==> config.mk <==
export PLATFORM = sky130hd
export DESIGN_NAME = bus8051_master
export DESIGN_NICKNAME = d
export VERILOG_FILES = /design/src/rtl/bus8051_master.sv
export SDC_FILE = /design/constraint.sdc
export NUM_CORES = 1
export LEC_CHECK = 0
export ABC_AREA = 1
export CORE_MARGIN = 5
export CORE_UTILIZATION = 54
export CTS_CLUSTER_DIAMETER = 100
export DETAILED_ROUTE_END_ITERATION = 7
export PLACE_DENSITY = 0.85
export RECOVER_POWER = 25
export SYNTH_ARGS = -nofsm -noshare
export SYNTH_HDL_FRONTEND = slang
export SYNTH_SLANG_ARGS = --single-unit
==> constraint.sdc <==
create_clock -name clock -period 2.32 [get_ports clock]
set_input_delay 0.696 -clock clock [delete_from_list [all_inputs] [get_ports clock]]
set_output_delay 0.696 -clock clock [all_outputs]
set_load 0.05 [all_outputs]
==> src/rtl/bus8051_master.sv <==
// 8051-style multiplexed-address bus initiator driving cs_n/ale/w_n/r_n/abus/dbus.
// Optional 4-entry command FIFO enabled by BUS8051_MASTER_QUEUE_EN.
module bus8051_master #(
  parameter int ALE_CYCLES = 2,
  parameter int STB_CYCLES = 4,
  parameter int REC_CYCLES = 2
) (
  input  logic        clock,
  input  logic        rst,
  input  logic        req_valid,
  output logic        req_ready,
  input  logic        req_write,
  input  logic [15:0] req_addr,
  input  logic [7:0]  req_wdata,
  output logic        rsp_valid,
  output logic [7:0]  rsp_rdata,
  output logic        busy,
  output logic        cs_n,
  output logic        ale,
  output logic        w_n,
  output logic        r_n,
  output logic [7:0]  abus,
  output logic [7:0]  dbus,
  output logic        dbus_oe,
  input  logic [7:0]  dbus_in
);

  if (ALE_CYCLES < 1 || ALE_CYCLES > 15) begin : g_bad_ale
    $error("ALE_CYCLES out of range 1..15");
  end
  if (STB_CYCLES < 1 || STB_CYCLES > 15) begin : g_bad_stb
    $error("STB_CYCLES out of range 1..15");
  end
  if (REC_CYCLES < 2 || REC_CYCLES > 15) begin : g_bad_rec
    $error("REC_CYCLES out of range 2..15");
  end

  localparam logic [3:0] ALE_M1 = 4'(ALE_CYCLES - 1);
  localparam logic [3:0] STB_M1 = 4'(STB_CYCLES - 1);
  localparam logic [3:0] REC_M1 = 4'(REC_CYCLES - 1);

  typedef enum logic [2:0] {
    IDLE, ADDR, HOLD, STROBE, RECOVER
  } state_t;

  typedef struct packed {
    logic        write;
    logic [15:0] addr;
    logic [7:0]  wdata;
  } cmd_t;

  state_t     state, state_nxt;
  logic [3:0] cnt, cnt_nxt;
  cmd_t       cmd, cmd_nxt;
  logic [7:0] cap, cap_nxt;
  logic       rsp_valid_nxt;
  logic [7:0] rsp_rdata_nxt;
  logic       cs_n_nxt, ale_nxt, w_n_nxt, r_n_nxt, oe_nxt;
  logic [7:0] abus_nxt, dbus_nxt;

  cmd_t req_cmd;
  cmd_t start_cmd;
  logic start;
  logic pending;
  logic idle;

  assign req_cmd = '{write: req_write, addr: req_addr, wdata: req_wdata};
  assign idle    = (state == IDLE);

`ifdef BUS8051_MASTER_QUEUE_EN
  cmd_t       q_mem [4];
  logic [1:0] q_wp, q_rp;
  logic [2:0] q_cnt;
  logic       accept, pop, bypass, push;

  // An empty queue in IDLE hands the new command straight to the FSM.
  always_comb begin
    req_ready = (q_cnt != 3'd4);
    accept    = req_valid & req_ready;
    pop       = idle & (q_cnt != 3'd0);
    bypass    = idle & (q_cnt == 3'd0) & accept;
    push      = accept & ~bypass;
    start     = pop | bypass;
    start_cmd = pop ? q_mem[q_rp] : req_cmd;
    pending   = (q_cnt != 3'd0);
  end

  always_ff @(posedge clock) begin
    if (rst) begin
      q_wp  <= 2'd0;
      q_rp  <= 2'd0;
      q_cnt <= 3'd0;
    end else begin
      if (push) q_wp <= q_wp + 2'd1;
      if (pop)  q_rp <= q_rp + 2'd1;
      q_cnt <= q_cnt + 3'(push) - 3'(pop);
    end
  end

  always_ff @(posedge clock) begin
    if (push) q_mem[q_wp] <= req_cmd;
  end
`else
  always_comb begin
    req_ready = idle & ~rst;
    start     = req_valid & req_ready;
    start_cmd = req_cmd;
    pending   = 1'b0;
  end
`endif

  assign busy = ~idle | pending;

  always_comb begin
    state_nxt     = state;
    cnt_nxt       = cnt;
    cmd_nxt       = cmd;
    cap_nxt       = cap;
    rsp_valid_nxt = 1'b0;
    rsp_rdata_nxt = rsp_rdata;
    unique case (state)
      IDLE: if (start) begin
        state_nxt = ADDR;
        cnt_nxt   = ALE_M1;
        cmd_nxt   = start_cmd;
      end
      ADDR: begin
        if (cnt == 4'd0) state_nxt = HOLD;
        else cnt_nxt = cnt - 4'd1;
      end
      HOLD: begin
        state_nxt = STROBE;
        cnt_nxt   = STB_M1;
      end
      STROBE: begin
        if (cnt == 4'd0) begin
          state_nxt = RECOVER;
          cnt_nxt   = REC_M1;
          cap_nxt   = dbus_in;
        end else cnt_nxt = cnt - 4'd1;
      end
      RECOVER: begin
        if (cnt == 4'd0) begin
          state_nxt     = IDLE;
          rsp_valid_nxt = 1'b1;
          rsp_rdata_nxt = cmd.write ? 8'h00 : cap;
        end else cnt_nxt = cnt - 4'd1;
      end
      default: state_nxt = IDLE;
    endcase

    // Bus pins are registered from the state being entered.
    cs_n_nxt = 1'b0;
    ale_nxt  = 1'b0;
    w_n_nxt  = 1'b1;
    r_n_nxt  = 1'b1;
    abus_nxt = abus;
    dbus_nxt = dbus;
    oe_nxt   = dbus_oe;
    unique case (state_nxt)
      IDLE: begin
        cs_n_nxt = 1'b1;
        oe_nxt   = 1'b0;
      end
      ADDR: begin
        ale_nxt  = 1'b1;
        abus_nxt = cmd_nxt.addr[15:8];
        dbus_nxt = cmd_nxt.addr[7:0];
        oe_nxt   = 1'b1;
      end
      STROBE: begin
        if (cmd_nxt.write) begin
          w_n_nxt  = 1'b0;
          dbus_nxt = cmd_nxt.wdata;
          oe_nxt   = 1'b1;
        end else begin
          r_n_nxt = 1'b0;
          oe_nxt  = 1'b0;
        end
      end
      HOLD, RECOVER: begin
        cs_n_nxt = 1'b0;
      end
      default: cs_n_nxt = 1'b1;
    endcase
  end

  always_ff @(posedge clock) begin
    if (rst) begin
      state     <= IDLE;
      cnt       <= 4'd0;
      cmd       <= '0;
      cap       <= 8'h00;
      rsp_valid <= 1'b0;
      rsp_rdata <= 8'h00;
      cs_n      <= 1'b1;
      ale       <= 1'b0;
      w_n       <= 1'b1;
      r_n       <= 1'b1;
      abus      <= 8'h00;
      dbus      <= 8'h00;
      dbus_oe   <= 1'b0;
    end else begin
      state     <= state_nxt;
      cnt       <= cnt_nxt;
      cmd       <= cmd_nxt;
      cap       <= cap_nxt;
      rsp_valid <= rsp_valid_nxt;
      rsp_rdata <= rsp_rdata_nxt;
      cs_n      <= cs_n_nxt;
      ale       <= ale_nxt;
      w_n       <= w_n_nxt;
      r_n       <= r_n_nxt;
      abus      <= abus_nxt;
      dbus      <= dbus_nxt;
      dbus_oe   <= oe_nxt;
    end
  end

endmodule

==> results.py <==
metrics = {
    "timing": {
        "finalClockSkew_ns": 0.00784,
        "worst_slew_margin_rel_pct": 65.0,
        "max_freq_ghz": 0.455,
        "drv_slew": 0,
        "final_min_period_over_clock_period_pct": 94.7,
        "final-hold-violation-count": 0,
        "timing.setup.tns_ns": 0,
        "min_period_ns": 2.20,
        "unrepaired_setup_endpoints_after_global_routing": "no",
        "worst_slew_pin_slew_ns": 0.523,
        "postLayoutSetupSlackWorst_ns": 0.123,
        "report.final.setup_viol": 0,
    },
    "floorplan": {
        "core-area_mm2": 0.00547,
        "placementRows": 27,
        "floorplan.die.width_um": 84.7,
        "die_boundary_height_um": 84.7,
        "full_die_area_mm2": 0.00717,
        "initial_utilization_pct": 55.0,
        "ioPinCount": 68,
    },
    "placed_design": {
        "placed_cells": 553,
        "pre_cts_ws_ns": -0.115,
        "gp_congestion": 0.879,
        "placement.io_buffers": 67,
        "detailed_place_hpwl_mm": 5.16,
    },
    "critical_path": {
        "cp-end-kind": "output port",
        "crit_path_start": "dbus[6]$_SDFFE_PP0P_",
        "timing.critical_path.cells": "clkdlybuf4s50_1",
        "worst_r2r_path_depth": 9,
        "timing.critical_path.slowest_cell_delay_ns": 0.82,
        "cp_top_family": "buffers and inverters",
        "crit_slowest_cell": "clkdlybuf4s50_1",
        "worstPathArrival_ns": 1.50,
        "r2r_start": "cnt[0]$_SDFFE_PP0P_",
        "crit_buf_inv": 1,
        "reg2reg_setup_slack_ns": 0.29,
        "cp_num_cells": 1,
        "rr_endpoint": "abus[1]$_SDFFE_PP0P_",
        "crit_end": "dbus[6]",
        "worstPathRequired_ns": 1.62,
        "crit_fanout": 2,
        "setup.worst_path.class": "reg2out",
        "setup.worst_path.start_class": "flop",
    },
    "clock_tree": {
        "root_buffer": "clkbuf_8",
        "cts_hold_buf": 0,
        "clkTransAtPathRegs_ns": 0.07,
        "clock_sinks": 70,
        "cts_tree": "yes",
        "insertion_delay_ns": 0.34,
        "number_of_clock_buffers_inserted_by_tritoncts": 9,
        "clock_path_buffers": 2,
        "ctsHtreeMaxLevel": 3,
    },
    "synthesis": {
        "syn_area_mm2": 0.00301,
        "synth_cells": 418,
        "synth-warning-count": 0,
        "ys_seq_elements": 70,
        "synth_seq_area_share_pct": 46.6,
        "post_synth_num_cell_types": 25,
        "syn-num-nets": 456,
        "syn-mean-instance-area_um2": 7.20,
    },
    "global_routing": {
        "global_route_wire_length_before_repair_mm": 12.0,
        "first_global_vias": 2811,
        "grt-ovfl-total": 0,
        "grt_util_all_layers_pct": 20.7,
        "grt_antenna_before_repair": 0,
        "pin_count_of_the_biggest_net_entering_global_routing": 38,
    },
    "detailed_routing": {
        "wl_mm": 7.19,
        "initial_drc_count": 182,
        "vias": 2862,
        "ant_nets": 0,
        "routed_via_density": 5.04,
        "detail_route.first_pass.iterations": 4,
        "remaining_drc_errors": 0,
        "routedWlPerCell_um": 12.7,
    },
    "power_and_ir_drop": {
        "comb_power_share_pct": 51.8,
        "power.ir.vdd_worst_v": 0.000853,
        "power.sequential.fraction_pct": 32.0,
        "pwr-share-clk_pct": 16.2,
        "switching_share_pct": 45.2,
        "total_switching_power_w": 0.00227,
        "pwr_density_cell_mw_per_mm2": 1280,
        "cell_internal_pwr_w": 0.00275,
        "p_leak_nw": 1.80,
    },
    "outcome": {
        "result_of_the_run": "complete, no violations",
    },
    "run": {
        "max-cap-violations": 0,
    },
    "finish": {
        "finish.net_count": 531,
        "nFillCells": 456,
        "multi_input_comb_area_mm2": 0.00135,
        "layout-drive-gt1-share_pct": 8.47,
        "layout.area.seq_mm2": 0.00140,
        "n_antenna_cell": 0,
        "final-instance-count-excl-fill": 568,
        "layout-area-overhead-vs-synth_pct": 30.1,
    },
    "min_path": {
        "hold_class": "reg2reg",
    },
}
==> cells in the final DEF (no fill, tap or decap) <==
cell type,Yosys,routed
nor2_1,58,60
clkinv_2,0,2
clkdlybuf4s50_1,0,63
nand2_4,2,2
inv_1,35,35
o21a_1,8,8
o21ai_0,17,17
ha_1,2,2
nand4_4,1,1
nand2_1,120,123
nor3_1,3,3
inv_2,3,3
buf_6,4,1
a21oi_1,23,23
dlygate4sd3_1,0,1
or2_1,4,4
nand3_2,4,4
nor2_4,1,1
clkinvlp_2,0,1
dfxtp_1,70,70
buf_12,0,1
nand3_1,40,40
o21ai_2,1,1
nand4_1,2,2
clkbuf_8,0,10
buf_4,3,12
nor2_2,5,3
dlymetal6s2s_1,0,1
clkbuf_1,7,2
==> logic make-up after synthesis <==
logic type | after synthesis | share of synthesized area [%]
adder cells (fa/ha/maj) | 2 | 0.831
AO/OA/AOI/OAI | 49 | 8.94
flip-flops | 70 | 46.6
AND/OR/NAND/NOR | 243 | 35.4
buffers and inverters | 54 | 8.23
==> routing by layer <==
layer	part of all wire, %	vias to the layer above	GRT usage (%)	wire, um
met5	0	-	0	0
met4	1.8	0	9.50	133
met3	7.4	15	5.40	534
met2	48	104	35.4	3460
met1	43	1277	24.0	3070
li1	-	1466	-	-
==> power groups by stage <==
stage               sequential (W)  clock [W]  combinational [W]
floorplan                  0.00215          0            0.00133
global placement           0.00162          0            0.00256
detailed placement         0.00163          0            0.00261
CTS                        0.00160   0.000833            0.00263
global route               0.00164   0.000878            0.00282
finish                     0.00160   0.000813            0.00260
==> flip-flops by register name (all words and copies together), names as in the netlist <==
register and count:
ale 1, w_n 1, state 3, cnt 4, rsp_valid 1, cmd 25, abus 8, dbus 8
cs_n 1, rsp_rdata 8, cap 8, dbus_oe 1, r_n 1
==> cell usage after synthesis <==
library cell	instances	area [um2]
nand2_4	2	22.5
nor3_1	3	15.0
nand2_2	3	18.8
clkbuf_1	7	26.3
buf_2	1	5.00
nand3_1	40	200
or2_1	4	25.0
o21ai_0	17	85.1
nor2_2	5	31.3
buf_4	3	22.5
nor2_4	1	11.3
nand2_1	120	450
buf_6	4	45.0
inv_4	1	6.26
inv_2	3	11.3
nand3_2	4	40.0
ha_1	2	25.0
nand4_4	1	21.3
dfxtp_1	70	1400
o21ai_2	1	8.76
nand4_1	2	12.5
inv_1	35	131
nor2_1	58	218
a21oi_1	23	115
o21a_1	8	60.1
==> through the flow <==
step / cell area, um2 / total power [W] / util, % / hold slack [ns]
floorplan: 3010 / 0.00348 / - / 0.444
global placement: 3760 / 0.00417 / 68.7 / 0.450
detailed placement: 3760 / 0.00424 / 68.7 / 0.454
CTS: 3930 / 0.00507 / 71.8 / 0.466
global route: 3920 / 0.00534 / 71.6 / 0.486
finish: 3920 / 0.00502 / 71.6 / 0.463
==> repair_timing <==
action                                 CTS  global route
setup buffers                            1             0
resized for setup                        2             1
endpoints found under the hold margin    0             0
setup endpoints to repair                1             1
==> layout make-up <==
| type | instances | share of cell area, % |
|---|---|---|
| sequential | 70 | 35.8 |
| multi-input combinational | 294 | 34.4 |
| timing repair buffer | 79 | 19.8 |
| inverter | 39 | 3.77 |
| clock buffer | 12 | 3.71 |
| tap | 72 | 2.30 |
| clock inverter | 2 | 0.256 |
==> worst min-delay path by stage <==
stage | depth (start not counted) | slack (ns) | to | from
detailed placement | 2 | 0.45 | abus[3]$_SDFFE_PP0P_ | abus[3]$_SDFFE_PP0P_
global placement | 2 | 0.45 | abus[1]$_SDFFE_PP0P_ | abus[1]$_SDFFE_PP0P_
floorplan | 2 | 0.44 | rsp_rdata[0]$_SDFFE_PP0P_ | cap[0]$_SDFFE_PP0P_
finish | 2 | 0.46 | abus[2]$_SDFFE_PP0P_ | abus[2]$_SDFFE_PP0P_
global route | 2 | 0.49 | rsp_rdata[7]$_SDFFE_PP0P_ | cap[7]$_SDFFE_PP0P_
CTS | 2 | 0.47 | rsp_rdata[4]$_SDFFE_PP0P_ | cap[4]$_SDFFE_PP0P_
(Power assumes the default switching activity.)
